### src/rtl/memctrl_pkg.sv
// Shared types and constants for the byte-wide memory controller.
// Optional feature macro used by this slice: MEMCTRL_RESUME_EN.
package memctrl_pkg;

  localparam int BYTE_W     = 8;
  localparam int WORD_W     = 32;
  localparam int WORD_BYTES = WORD_W / BYTE_W;

  localparam logic [1:0] RW_IDLE  = 2'b00;
  localparam logic [1:0] RW_READ  = 2'b01;
  localparam logic [1:0] RW_WRITE = 2'b10;

  typedef enum logic [1:0] {
    IDLE,
    FETCH,
    DONE
  } fetch_state_t;

  // The reserved encoding 2'b11 behaves like idle.
  function automatic logic is_mem_req(input logic [1:0] rw);
    return (rw == RW_READ) || (rw == RW_WRITE);
  endfunction

endpackage

### src/rtl/memctrl_if.sv
// Pipeline-side bus of memctrl: the IF fetch handshake and the MEM byte port.
interface memctrl_if;

  logic        if_req_i;
  logic [31:0] if_addr_i;
  logic [31:0] if_data_o;
  logic        if_done_o;
  logic [1:0]  mem_rw_i;
  logic [31:0] mem_addr_i;
  logic [7:0]  mem_data_i;
  logic [7:0]  mem_data_o;

  modport master (
    output if_req_i, if_addr_i, mem_rw_i, mem_addr_i, mem_data_i,
    input  if_data_o, if_done_o, mem_data_o
  );

  modport slave (
    input  if_req_i, if_addr_i, mem_rw_i, mem_addr_i, mem_data_i,
    output if_data_o, if_done_o, mem_data_o
  );

endinterface

### src/rtl/memctrl_fetch.sv
// Four-byte instruction fetch engine; yields the RAM port whenever MEM is busy.
// MEMCTRL_RESUME_EN: preemption pauses the fetch instead of restarting it.
module memctrl_fetch
  import memctrl_pkg::*;
(
  input  logic        clk,
  input  logic        rst,
  input  logic        if_req,
  input  logic [31:0] if_addr,
  input  logic        mem_busy,
  input  logic [7:0]  ram_din,
  output logic [31:0] if_data,
  output logic        if_done,
  output logic        issue_valid,
  output logic [31:0] issue_addr
);

  fetch_state_t state_reg, state_next;
  logic [31:0]  base_reg, base_next;
  logic [2:0]   issue_idx_reg, issue_idx_next;
  logic [2:0]   recv_idx_reg, recv_idx_next;
  logic         inflight_reg, inflight_next;
  logic [31:0]  asm_reg, asm_next;
  logic [31:0]  data_reg, data_next;
  logic [31:0]  capt_word;
  logic         restart;

  // Word as it looks once the arriving byte lands in lane recv_idx.
  generate
    for (genvar gi = 0; gi < WORD_BYTES; gi++) begin : g_lane
      assign capt_word[gi*BYTE_W +: BYTE_W] =
        (recv_idx_reg == 3'(gi)) ? ram_din : asm_reg[gi*BYTE_W +: BYTE_W];
    end
  endgenerate

`ifdef MEMCTRL_RESUME_EN
  assign restart = 1'b0;
`else
  assign restart = mem_busy;
`endif

  always_ff @(posedge clk or negedge rst) begin
    if (!rst) begin
      state_reg     <= IDLE;
      base_reg      <= '0;
      issue_idx_reg <= '0;
      recv_idx_reg  <= '0;
      inflight_reg  <= 1'b0;
      asm_reg       <= '0;
      data_reg      <= '0;
    end else begin
      state_reg     <= state_next;
      base_reg      <= base_next;
      issue_idx_reg <= issue_idx_next;
      recv_idx_reg  <= recv_idx_next;
      inflight_reg  <= inflight_next;
      asm_reg       <= asm_next;
      data_reg      <= data_next;
    end
  end

  always_comb begin
    state_next     = state_reg;
    base_next      = base_reg;
    issue_idx_next = issue_idx_reg;
    recv_idx_next  = recv_idx_reg;
    inflight_next  = 1'b0;
    asm_next       = asm_reg;
    data_next      = data_reg;
    issue_valid    = 1'b0;
    if_done        = 1'b0;
    case (state_reg)
      IDLE: begin
        if (if_req) begin
          state_next     = FETCH;
          base_next      = if_addr;
          issue_idx_next = '0;
          recv_idx_next  = '0;
          asm_next       = '0;
        end
      end
      FETCH: begin
        if (!if_req || restart) begin
          if (!if_req) state_next = IDLE;
          issue_idx_next = '0;
          recv_idx_next  = '0;
          asm_next       = '0;
        end else begin
          // A byte issued just before a MEM cycle still lands during it.
          if (inflight_reg) begin
            asm_next      = capt_word;
            recv_idx_next = recv_idx_reg + 3'd1;
            if (recv_idx_reg == 3'(WORD_BYTES - 1)) begin
              data_next  = capt_word;
              state_next = DONE;
            end
          end
          if (!mem_busy && (issue_idx_reg < 3'(WORD_BYTES))) begin
            issue_valid    = 1'b1;
            issue_idx_next = issue_idx_reg + 3'd1;
            inflight_next  = 1'b1;
          end
        end
      end
      DONE: begin
        if_done    = 1'b1;
        state_next = IDLE;
      end
      default: state_next = IDLE;
    endcase
  end

  assign issue_addr = base_reg + {29'd0, issue_idx_reg};
  assign if_data    = data_reg;

endmodule

### src/rtl/memctrl.sv
// Single-port RAM arbiter: MEM byte requests win, the fetch engine uses free cycles.
// Build option MEMCTRL_RESUME_EN selects pause/resume on preemption (else restart).
module memctrl
  import memctrl_pkg::*;
#(
  parameter int ADDR_W = 17
) (
  input  logic              clk,
  input  logic              rst,
  memctrl_if.slave          bus,
  input  logic [7:0]        ram_din,
  output logic [7:0]        ram_dout,
  output logic [ADDR_W-1:0] ram_a,
  output logic              ram_wr
);

  logic        mem_req;
  logic        issue_valid;
  logic [31:0] issue_addr;
  logic        unused_addr_bits;

  assign mem_req = is_mem_req(bus.mem_rw_i);

  memctrl_fetch u_fetch (
    .clk         (clk),
    .rst         (rst),
    .if_req      (bus.if_req_i),
    .if_addr     (bus.if_addr_i),
    .mem_busy    (mem_req),
    .ram_din     (ram_din),
    .if_data     (bus.if_data_o),
    .if_done     (bus.if_done_o),
    .issue_valid (issue_valid),
    .issue_addr  (issue_addr)
  );

  always_comb begin
    ram_a    = '0;
    ram_wr   = 1'b0;
    ram_dout = '0;
    if (mem_req) begin
      ram_a    = bus.mem_addr_i[ADDR_W-1:0];
      ram_wr   = (bus.mem_rw_i == RW_WRITE);
      ram_dout = bus.mem_data_i;
    end else if (issue_valid) begin
      ram_a = issue_addr[ADDR_W-1:0];
    end
  end

  assign bus.mem_data_o = ram_din;

  // Addresses wrap onto the RAM; the high bits are intentionally dropped.
  assign unused_addr_bits = ^{bus.mem_addr_i[31:ADDR_W], issue_addr[31:ADDR_W]};

endmodule

### src/flat_wrapper.sv
// flat-port wrapper written by rule: the top's interface ports become plain ports
module memctrl_flat import memctrl_pkg::*;
#(
  parameter int ADDR_W = 17
)
  (clk, rst, ram_din, ram_dout, ram_a, ram_wr, bus_if_req_i, bus_if_addr_i, bus_mem_rw_i, bus_mem_addr_i, bus_mem_data_i, bus_if_data_o, bus_if_done_o, bus_mem_data_o);
  memctrl_if bus_i ();
  input  logic clk;
  input  logic rst;
  input  logic [7:0] ram_din;
  output logic [7:0] ram_dout;
  output logic [ADDR_W-1:0] ram_a;
  output logic ram_wr;
  input wire logic [$bits(bus_i.if_req_i)-1:0] bus_if_req_i;
  input wire logic [$bits(bus_i.if_addr_i)-1:0] bus_if_addr_i;
  input wire logic [$bits(bus_i.mem_rw_i)-1:0] bus_mem_rw_i;
  input wire logic [$bits(bus_i.mem_addr_i)-1:0] bus_mem_addr_i;
  input wire logic [$bits(bus_i.mem_data_i)-1:0] bus_mem_data_i;
  output wire logic [$bits(bus_i.if_data_o)-1:0] bus_if_data_o;
  output wire logic [$bits(bus_i.if_done_o)-1:0] bus_if_done_o;
  output wire logic [$bits(bus_i.mem_data_o)-1:0] bus_mem_data_o;
  assign bus_i.if_req_i = bus_if_req_i;
  assign bus_i.if_addr_i = bus_if_addr_i;
  assign bus_i.mem_rw_i = bus_mem_rw_i;
  assign bus_i.mem_addr_i = bus_mem_addr_i;
  assign bus_i.mem_data_i = bus_mem_data_i;
  assign bus_if_data_o = bus_i.if_data_o;
  assign bus_if_done_o = bus_i.if_done_o;
  assign bus_mem_data_o = bus_i.mem_data_o;
  memctrl #(.ADDR_W(ADDR_W)) u_core (.clk(clk), .rst(rst), .bus(bus_i), .ram_din(ram_din), .ram_dout(ram_dout), .ram_a(ram_a), .ram_wr(ram_wr));
endmodule
### config.mk
export PLATFORM = sky130hd
export DESIGN_NAME = memctrl_flat
export DESIGN_NICKNAME = d
export VERILOG_FILES = /design/src/rtl/memctrl_pkg.sv /design/src/rtl/memctrl_if.sv /design/src/rtl/memctrl_fetch.sv /design/src/rtl/memctrl.sv /design/src/flat_wrapper.sv
export SDC_FILE = /design/constraint.sdc
export NUM_CORES = 1
export LEC_CHECK = 0
export BUFFER_PORTS_ARGS = -buffer_cell sky130_fd_sc_hd__buf_4
export CAP_MARGIN = 20
export CORE_AREA = 4 4 122 124
export CTS_BUF_LIST = sky130_fd_sc_hd__clkbuf_16
export CTS_CLUSTER_DIAMETER = 100
export DETAILED_ROUTE_END_ITERATION = 7
export DIE_AREA = 0 0 126 128
export SETUP_SLACK_MARGIN = 0.5
export SYNTH_ARGS = -nofsm -noshare
export SYNTH_HDL_FRONTEND = slang
export SYNTH_SLANG_ARGS = --single-unit
### constraint.sdc
create_clock -name clk -period 2.39 [get_ports clk]
set_input_delay 0.478 -clock clk [delete_from_list [all_inputs] [get_ports clk]]
set_output_delay 0.478 -clock clk [all_outputs]
set_load 0.02 [all_outputs]
==> results of run 1 <==
[power by group through the flow]
stage / combinational [µW] / clock (µW) / sequential [µW]
floorplan: 323 / 0 / 1510
detailed placement: 573 / 0 / 1520
CTS: 638 / 1290 / 1490
global route: 698 / 1360 / 1500
global placement: 564 / 0 / 1510
finish: 648 / 1260 / 1500
[layer usage]
layer	routed length [µm]	share of wire, %
met1	5100	45
met2	5196	46
met3	780	6.9
met4	158	1.4
met5	0	0
[logic make-up after synthesis]
| group | count (synthesis) | share of synthesized area, % |
|---|---|---|
| AOI/OAI and AO/OA | 88 | 15.38 |
| xor gates and xnor gates | 10 | 2.149 |
| and+or+nand+nor | 116 | 13.14 |
| DFF | 82 | 50.34 |
| adders and majority gates | 11 | 3.560 |
| buffers and inverters | 38 | 4.604 |
| muxes | 42 | 10.83 |
[synth_stat cells, types with 3 or more instances]
cell type,instances
dfrtp_1,82
nand2_1,65
a22o_1,35
o21ai_0,30
mux2i_1,25
mux2_2,17
nand3_1,13
ha_1,10
inv_1,10
nor2b_1,10
buf_4,9
buf_2,8
clkbuf_1,8
nor2_1,8
a21oi_1,7
xnor2_1,7
nand4_1,5
o211ai_1,5
a32oi_1,3
nand2b_1,3
or4_1,3
xor2_1,3
[worst paths after layout]
check	end	slack (ps)	from	depth (start not counted)
max in group asynchronous	u_core.u_fetch.issue_idx_reg[2]	1620	rst	2
min reg2reg	u_core.u_fetch.if_data[19]	490	u_core.u_fetch.if_data[19]	2
min	u_core.u_fetch.if_data[6]	140	rst	1
max	ram_a[16]	-320	u_core.u_fetch.issue_idx_reg[0]	8
max reg2reg	u_core.u_fetch.asm_reg[8]	720	u_core.u_fetch.state_reg[1]	4
min in group clk	u_core.u_fetch.base_reg[7]	380	bus_if_addr_i[7]	2
[per-stage QoR]
step / utilization [%] / hold WS [ps] / instances / area [µm²]
finish: 43.96 / 137.9 / 711 / 6055
global route: 43.96 / 180.7 / 711 / 6055
CTS: 43.20 / 155.5 / 706 / 5949
detailed placement: 39.09 / 468.1 / 680 / 5384
global placement: 39.09 / 462.8 / 680 / 5384
floorplan: - / 182.4 / 387 / 4243
[cell type report]
type	instances	share of cell area, %
clock buffers	9	3.720
clock inverters	7	0.7233
inverters	12	0.9919
multi-input cells	267	35.17
flip-flops and latches	82	33.95
well taps	180	3.720
repair buffers	154	21.72
[what timing repair did]
item / CTS / global route
gates cloned: 1 / 0
pin swaps: 16 / 16
setup buffers: 9 / 5
gates resized for setup: 46 / 21
endpoints found under the setup margin: 71 / 49
==> qor.csv, run 1 <==
metric;value;unit
count of warnings emitted by yosys;0;
detailed placer's ending HPWL;8.124;mm
Worst Setup Path Type;flip-flop to primary output;
buffer type at the clock tree root;clkbuf_16;
clock input transition at the sequential cells of the worst setup and hold paths;60;ps
endpoint required time on the critical path;1910;ps
Net Switching;930.8;µW
Net count, final;622;
sequential area share after synthesis;50.34;%
number of CTS-inserted buffers;9;
worst skew pair latency;330;ps
commonest cells after routing, fill and taps aside;124 x buf_4, 79 x dfrtp_1, 64 x nand2_1;
switching part of the total power;27.38;%
setup repair after global routing missed its margin;yes;
primary flip-flop cell chosen by synthesis mapping;dfrtp_1;
Core Area;13770;µm²
clock net sink count;82;
final routed wire length divided by cell count;15.80;µm
GR Util met3;4.333;%
Die Area;16130;µm²
sequential cell area;2056;µm²
cell type contributing the most total cell area after synthesis;dfrtp_1;
Net Count, Synth;483;
crit share post-route;113.3;%
H-tree lvl count;3;
Slew @ Worst Pin;585.5;ps
number of fill cells in the layout;1307;
crit path buf inv count;2;
largest net degree at the start of global routing;58;
Slew Limit Headroom;60.89;%
Overall Power;3400;µW
number of synthesized flops with an enable pin;0;
total wire length after detailed routing;11.24;mm
Final setup violation count;15;
number of endpoints with negative hold slack in the final report;0;
Largest register FFs;32;
initial standard-cell utilization of the core;29.60;%
Routability Congestion;0.8343;
antenna diode instance count;0;
top-level port count;152;
largest vdd supply drop;0.2842;mV
die span in y;128;µm
HP Class;primary input to asynchronous set/reset pin;
synthesized instance count;387;
cell chain of the critical path;ha_2 -> inv_2 -> fa_2 -> nor2b_4 -> o2111ai_2 -> or4_1 -> nand3_2 -> buf_6;
flop and latch count out of synthesis;82;
number of DRC violations after detailed-routing iteration 0;180;
vias after detailed routing;3392;
site row count;43;
deepest clock path buffer count;2;
final critical delay including setup and external delays;2708;ps
Worst path slowest cell;or4_1;
minimum setup slack after placement;-89.93;ps
Sum Neg Setup Slack;-2301;ps
buffers added on ports;121;
timing-limited maximum frequency;0.3693;GHz
Post-Synthesis Mean Instance Area;10.53;µm²
biggest area contributors in the synthesized netlist;dfrtp_1 50%, a22o_1 7.5%, mux2i_1 6.1%, nand2_1 6.0%, mux2_2 4.7%;
met1 capacity usage during global routing;18.19;%
detail-routed via count per cell;4.771;
worst clock skew;6.394;ps
final routed DRC violation total;0;
status;finished with violations;
Final Worst Setup Slack;-317.9;ps
antenna-violating nets left;0;
Max Transition Viols Final;0;
largest driver fanout on the critical path;5;
share of the synthesized area in the top cell type;50.34;%
first-pass GRT wire length;18.26;mm
grt met2 use;22.60;%
aggregate global routing overflow;0;
cell family with most CP delay;simple AND/OR/NAND/NOR gates;
CTS Hold Bufs;0;
via count of the first global-routing pass;3495;
leakage dissipation;0.002952;µW
area taken by multi-input logic gates;2130;µm²
Combinational Power Share;19.0;%
post-synthesis instance area;4076;µm²
async set-reset flop share out of synthesis;100.0;%
overall track demand over capacity in global routing;13.96;%
PwrDens;561.6;nW/µm²
Critical Path Source Type;flip-flop;
number of distinct standard cells referenced by the synthesized netlist;39;
Die Wd;126;µm
number of antenna violations at the first check in global routing;0;
Internal Pwr Total;2469;µW
share of layout cells above drive strength 1;44.63;%
Arrival @ worst endpoint;2230;ps
Max Cap Viol;0;
peak-usage layer in the global routing report;met2;
number of detailed-routing iterations run before antenna repair;4;
most common library cell in the layout ignoring fill and taps;buf_4;
violated checks;setup timing;
Max stage delay on crit path;430;ps
clock tree from TritonCTS;yes;
Layout area overhead;48.53;%
CP endpoint kind;primary output;
part of the power in the clock network;36.9;%
proportion of power drawn by flip-flops and latches;44.0;%
Power figures use the tool's default switching activity.
==> run 2, diff against run 1 <==
--- a/config.mk
+++ b/config.mk
@@ -12,6 +12,7 @@
 export CTS_CLUSTER_DIAMETER = 100
 export DETAILED_ROUTE_END_ITERATION = 7
 export DIE_AREA = 0 0 126 128
+export REMOVE_ABC_BUFFERS = 1
 export SETUP_SLACK_MARGIN = 0.5
 export SYNTH_ARGS = -nofsm -noshare
 export SYNTH_HDL_FRONTEND = slang
==> qor.csv, run 2 (synthesis gave the netlist of run 1 again) <==
metric;value;unit;change
aggregate global routing overflow;0;;unchanged
Critical Path Source Type;flip-flop;;
buffer type at the clock tree root;clkbuf_16;;
part of the power in the clock network;41.1;%;+4.2 points
H-tree lvl count;3;;unchanged
total wire length after detailed routing;11.52;mm;+2.5%
switching part of the total power;25.84;%;-1.5 points
number of detailed-routing iterations run before antenna repair;5;;+1
largest driver fanout on the critical path;2;;-3
antenna diode instance count;0;;unchanged
Net Switching;929.3;µW;-0.16%
Combinational Power Share;17.4;%;-1.6 points
clock input transition at the sequential cells of the worst setup and hold paths;60;ps;about the same
Net count, final;627;;+0.80%
Final setup violation count;12;;-3
Final Worst Setup Slack;-358.0;ps;-40.11 ps
final routed wire length divided by cell count;16.09;µm;+1.8%
leakage dissipation;0.002932;µW;-0.67%
area taken by multi-input logic gates;2041;µm²;-4.2%
number of CTS-inserted buffers;9;;unchanged
detailed placer's ending HPWL;8.485;mm;+4.4%
crit share post-route;115.0;%;+1.7 points
detail-routed via count per cell;4.873;;+2.1%
Worst Setup Path Type;flip-flop to primary output;;
violated checks;setup timing;;
Die Area;16130;µm²;unchanged
die span in y;128;µm;unchanged
top-level port count;152;;unchanged
number of endpoints with negative hold slack in the final report;0;;unchanged
number of DRC violations after detailed-routing iteration 0;168;;-6.7%
Layout area overhead;47.08;%;
commonest cells after routing, fill and taps aside;132 x buf_4, 82 x dfrtp_1, 62 x nand2_1;;
clock net sink count;82;;unchanged
endpoint required time on the critical path;1910;ps;about the same
Overall Power;3596;µW;+5.8%
Worst path slowest cell;or4_1;;
number of fill cells in the layout;1316;;+0.69%
Max stage delay on crit path;510;ps;+80 ps
Max Cap Viol;0;;unchanged
timing-limited maximum frequency;0.3639;GHz;-1.5%
buffers added on ports;121;;unchanged
depth of the worst register-to-register path;6;;+2
worst skew pair latency;340;ps;about the same
first-pass GRT wire length;18.75;mm;+2.7%
Routability Congestion;0.8075;;-3.2%
Max Transition Viols Final;0;;unchanged
final routed DRC violation total;0;;unchanged
Slew Limit Headroom;58.20;%;-2.7 points
overall track demand over capacity in global routing;14.28;%;+0.32 points
share of layout cells above drive strength 1;43.10;%;-1.5 points
most common library cell in the layout ignoring fill and taps;buf_4;;
Largest register FFs;32;;unchanged
CTS Hold Bufs;0;;unchanged
site row count;43;;unchanged
final critical delay including setup and external delays;2748;ps;+40.11 ps
Arrival @ worst endpoint;2270;ps;+40 ps
CP endpoint kind;primary output;;
Internal Pwr Total;2667;µW;+8.0%
status;finished with violations;;
deepest clock path buffer count;2;;unchanged
Slew @ Worst Pin;627.0;ps;+41.50 ps
largest vdd supply drop;0.2748;mV;-3.3%
initial standard-cell utilization of the core;29.60;%;unchanged
setup repair after global routing missed its margin;yes;;
HP Class;primary input to asynchronous set/reset pin;;
via count of the first global-routing pass;3539;;+1.3%
antenna-violating nets left;0;;unchanged
number of antenna violations at the first check in global routing;0;;unchanged
vias after detailed routing;3489;;+2.9%
Core Area;13770;µm²;unchanged
sequential cell area;2052;µm²;-0.18%
Die Wd;126;µm;unchanged
worst clock skew;9.419;ps;+3.025 ps
largest net degree at the start of global routing;35;;-40%
PwrDens;599.8;nW/µm²;+6.8%
hold slack final;66.67;ps;-71.27 ps
proportion of power drawn by flip-flops and latches;41.5;%;-2.5 points
clock tree from TritonCTS;yes;;
cell chain of the critical path;ha_2 -> inv_2 -> fa_2 -> nor2b_4 -> o2111ai_2 -> or4_1 -> nand3_2 -> buf_6;;
minimum setup slack after placement;-174.8;ps;-84.85 ps
-- run 2: cell types whose count changed in the layout (fill, tap and decap cells not counted), moves of 3 or more --
cell / previous run / this run
buf_4: 124 / 132
a22o_1: 27 / 35
nor2b_2: 0 / 4
a22o_4: 8 / 0
dfrtp_1: 79 / 82
clkinv_4: 3 / 0
dfrtp_2: 3 / 0
nor2b_1: 9 / 5
-- run 2: per-layer routing --
layer | routed length (µm) | track usage (%) | part of all wire [%]
met1 | 5339 | 19.62 | 46
met2 | 5315 | 22.57 | 46
met3 | 773 | 4.167 | 6.7
met4 | 91 | 2.965 | 0.79
met5 | 0 | 0 | 0
-- run 2: critical path, delay by kind of cell (launching register included) --
| family | cells | cell delay, ps |
|---|---|---|
| buffers and inverters | 2 | 150 |
| and+or+nand+nor | 3 | 740 |
| DFF | 1 | 350 |
| AOI/OAI and AO/OA | 1 | 140 |
| adders and majority gates | 2 | 550 |
-- run 2: what timing repair did --
item	in CTS	in global routing
endpoints found under the hold margin	0	0
buffers inserted	1	5
endpoints found under the setup margin	43	77
pin swaps	5	17
cloned	0	2
resized for setup	25	50
-- run 2: area by class of cell --
cell class	count	area share (%)
flip-flops and latches	82	34.22
inverters	12	0.7930
well taps	180	3.756
clock buffers	9	3.756
repair buffers	159	21.89
clock inverters	7	1.544
multi-input cells	267	34.04
-- run 2: worst paths after layout --
kind                                                     start  slack, ps                     endpoint
worst min-delay path                                       rst         70  u_core.u_fetch.base_reg[11]
worst max-delay path                u_core.u_fetch.base_reg[0]       -360                    ram_a[16]
max in group asynchronous                                  rst       1680    u_core.u_fetch.if_data[2]
worst min register to register      u_core.u_fetch.if_data[29]        480   u_core.u_fetch.if_data[29]
min in group clk                              bus_if_addr_i[0]        370   u_core.u_fetch.base_reg[0]
worst max register to register  u_core.u_fetch.recv_idx_reg[1]        710   u_core.u_fetch.asm_reg[15]
-- run 2: power groups by stage --
stage,sequential [µW],combinational [µW],clock (µW)
final,1490,624,1480
after CTS,1490,568,1520
after global routing,1500,674,1590
after floorplan,1500,248,0
after detailed placement,1520,544,0
after global placement,1510,534,0
-- run 2: stage by stage --
step | std cells | instance area [µm²] | setup TNS (ps) | utilization (%)
finish | 716 | 5996 | -2254 | 43.53
global route | 716 | 5996 | -3573 | 43.53
CTS | 709 | 5756 | -2855 | 41.79
detailed placement | 692 | 5323 | -776.8 | 38.64
global placement | 692 | 5323 | -516.8 | 38.64
floorplan | 361 | 3934 | -11800 | -
==> run 3, diff against run 2 <==
--- a/config.mk
+++ b/config.mk
@@ -8,7 +8,6 @@
 export BUFFER_PORTS_ARGS = -buffer_cell sky130_fd_sc_hd__buf_4
 export CAP_MARGIN = 20
 export CORE_AREA = 4 4 122 124
-export CTS_BUF_LIST = sky130_fd_sc_hd__clkbuf_16
 export CTS_CLUSTER_DIAMETER = 100
 export DETAILED_ROUTE_END_ITERATION = 7
 export DIE_AREA = 0 0 126 128
==> qor.csv, run 3 (synthesis gave the netlist of run 1 again) <==
metric;value;unit;change
Internal Pwr Total;2704;µW;+1.4%
start point of the critical path;u_core.u_fetch.base_reg[0];;
deepest clock path buffer count;2;;unchanged
overall track demand over capacity in global routing;14.30;%;+0.027 points
endpoint required time on the critical path;1910;ps;about the same
Final Worst Setup Slack;-358.0;ps;-0.03900 ps
total wire length after detailed routing;11.52;mm;about the same
Net count, final;627;;unchanged
Core Area;13770;µm²;unchanged
Die Area;16130;µm²;unchanged
final critical delay including setup and external delays;2748;ps;+0.03900 ps
Max Transition Viols Final;0;;unchanged
Slew Limit Headroom;57.20;%;-1.0 points
detailed placer's ending HPWL;8.485;mm;unchanged
largest net degree at the start of global routing;35;;unchanged
endpoint of the worst-slack reg-to-reg timing path;u_core.u_fetch.asm_reg[12];;
number of endpoints with negative hold slack in the final report;0;;unchanged
Layout area overhead;47.33;%;
detail-routed via count per cell;4.904;;+0.63%
CP endpoint kind;primary output;;
leakage dissipation;0.002934;µW;about the same
number of DRC violations after detailed-routing iteration 0;180;;+7.1%
Routability Congestion;0.8075;;unchanged
share of layout cells above drive strength 1;43.28;%;+0.19 points
Slew @ Worst Pin;642.0;ps;+14.96 ps
Largest register FFs;32;;unchanged
CTS Hold Bufs;0;;unchanged
Critical Path Source Type;flip-flop;;
final routed DRC violation total;0;;unchanged
Net Switching;929.5;µW;about the same
last element of the critical path;ram_a[16];;
violated checks;setup timing;;
crit share post-route;115.0;%;about the same
commonest cells after routing, fill and taps aside;132 x buf_4, 82 x dfrtp_1, 62 x nand2_1;;
switching part of the total power;25.59;%;-0.25 points
site row count;43;;unchanged
worst clock skew;9.418;ps;-0.0008000 ps
number of detailed-routing iterations run before antenna repair;4;;-1
Worst Setup Path Type;flip-flop to primary output;;
Max Cap Viol;0;;unchanged
worst skew pair latency;340;ps;about the same
Combinational Power Share;17.2;%;-0.2 points
Arrival @ worst endpoint;2270;ps;about the same
die span in y;128;µm;unchanged
most common library cell in the layout ignoring fill and taps;buf_4;;
status;finished with violations;;
largest driver fanout on the critical path;2;;unchanged
HP Class;primary input to asynchronous set/reset pin;;
Final setup violation count;12;;unchanged
buffer type at the clock tree root;clkbuf_16;;
depth of the worst register-to-register path;6;;unchanged
initial standard-cell utilization of the core;29.60;%;unchanged
vias after detailed routing;3511;;+0.63%
first-pass GRT wire length;18.80;mm;+0.22%
PwrDens;604.9;nW/µm²;+0.85%
proportion of power drawn by flip-flops and latches;41.1;%;-0.4 points
top-level port count;152;;unchanged
aggregate global routing overflow;0;;unchanged
clock net sink count;82;;unchanged
antenna diode instance count;0;;unchanged
timing-limited maximum frequency;0.3639;GHz;about the same
clock input transition at the sequential cells of the worst setup and hold paths;60;ps;about the same
H-tree lvl count;3;;unchanged
minimum setup slack after placement;-174.8;ps;unchanged
clock tree from TritonCTS;yes;;
slack of the worst reg-to-reg path;700;ps;about the same
Reg-to-Reg Start;u_core.u_fetch.recv_idx_reg[1];;
antenna-violating nets left;0;;unchanged
via count of the first global-routing pass;3543;;+0.11%
final routed wire length divided by cell count;16.09;µm;about the same
Overall Power;3633;µW;+1.0%
Die Wd;126;µm;unchanged
number of antenna violations at the first check in global routing;0;;unchanged
largest vdd supply drop;0.2748;mV;about the same
part of the power in the clock network;41.8;%;+0.7 points
setup repair after global routing missed its margin;yes;;
buffers added on ports;121;;unchanged
number of CTS-inserted buffers;9;;unchanged
[run 3: layout make-up]
| class | count | area (µm²) |
|---|---|---|
| clock buffers | 11 | 242.7 |
| clock inverters | 5 | 85.08 |
| fillers | 1313 | 7767 |
| inverters | 12 | 47.55 |
| multi-input cells | 267 | 2041 |
| flip-flops and latches | 82 | 2052 |
| well taps | 180 | 225.2 |
| repair buffers | 159 | 1313 |
[run 3: per-layer routing]
metal | track usage (%) | vias to the layer above | wire (µm)
li1 | - | 1665 | -
met1 | 19.64 | 1704 | 5294
met2 | 22.57 | 128 | 5328
met3 | 4.208 | 14 | 790
met4 | 3.028 | 0 | 104
met5 | 0 | - | 0
[run 3: stage by stage]
stage	util [%]	cells	cell area (µm²)	hold WS (ps)	setup TNS [ps]
6_report	43.60	716	6006	67.75	-2247
3_3_place_gp	38.64	692	5323	426.0	-516.8
2_1_floorplan	-	361	3934	182.4	-11800
3_5_place_dp	38.64	692	5323	436.7	-776.8
5_1_grt	43.60	716	6006	94.79	-3573
4_1_cts	41.86	709	5766	73.16	-2855
[run 3: critical path, cell delays in order, from the launching register on]
cell and delay [ps]:
dfrtp_1 350, ha_2 190, inv_2 40, fa_2 360
nor2b_4 150, o2111ai_2 140, or4_1 510, nand3_2 80
buf_6 110
[run 3: power by group through the flow]
stage	registers (µW)	clock network, µW	logic (µW)
floorplan	1500	0	248
global route	1500	1620	674
detailed placement	1520	0	544
finish	1490	1520	624
CTS	1490	1550	568
global placement	1510	0	534
[run 3: how the worst min path moves through the flow]
stage	slack, ps	start	endpoint
floorplan	180	rst	u_core.u_fetch.asm_reg[0]
finish	70	rst	u_core.u_fetch.base_reg[11]
global route	90	rst	u_core.u_fetch.if_data[13]
detailed placement	440	rst	u_core.u_fetch.base_reg[11]
CTS	70	rst	u_core.u_fetch.base_reg[11]
global placement	430	rst	u_core.u_fetch.base_reg[11]
[run 3: what timing repair did]
| item | CTS | global route |
|---|---|---|
| gates cloned | 0 | 2 |
| hold endpoints to repair | 0 | 0 |
| gates resized for setup | 25 | 50 |
| buffers inserted | 1 | 5 |
| setup endpoints to repair | 43 | 77 |
| pin swaps | 5 | 17 |
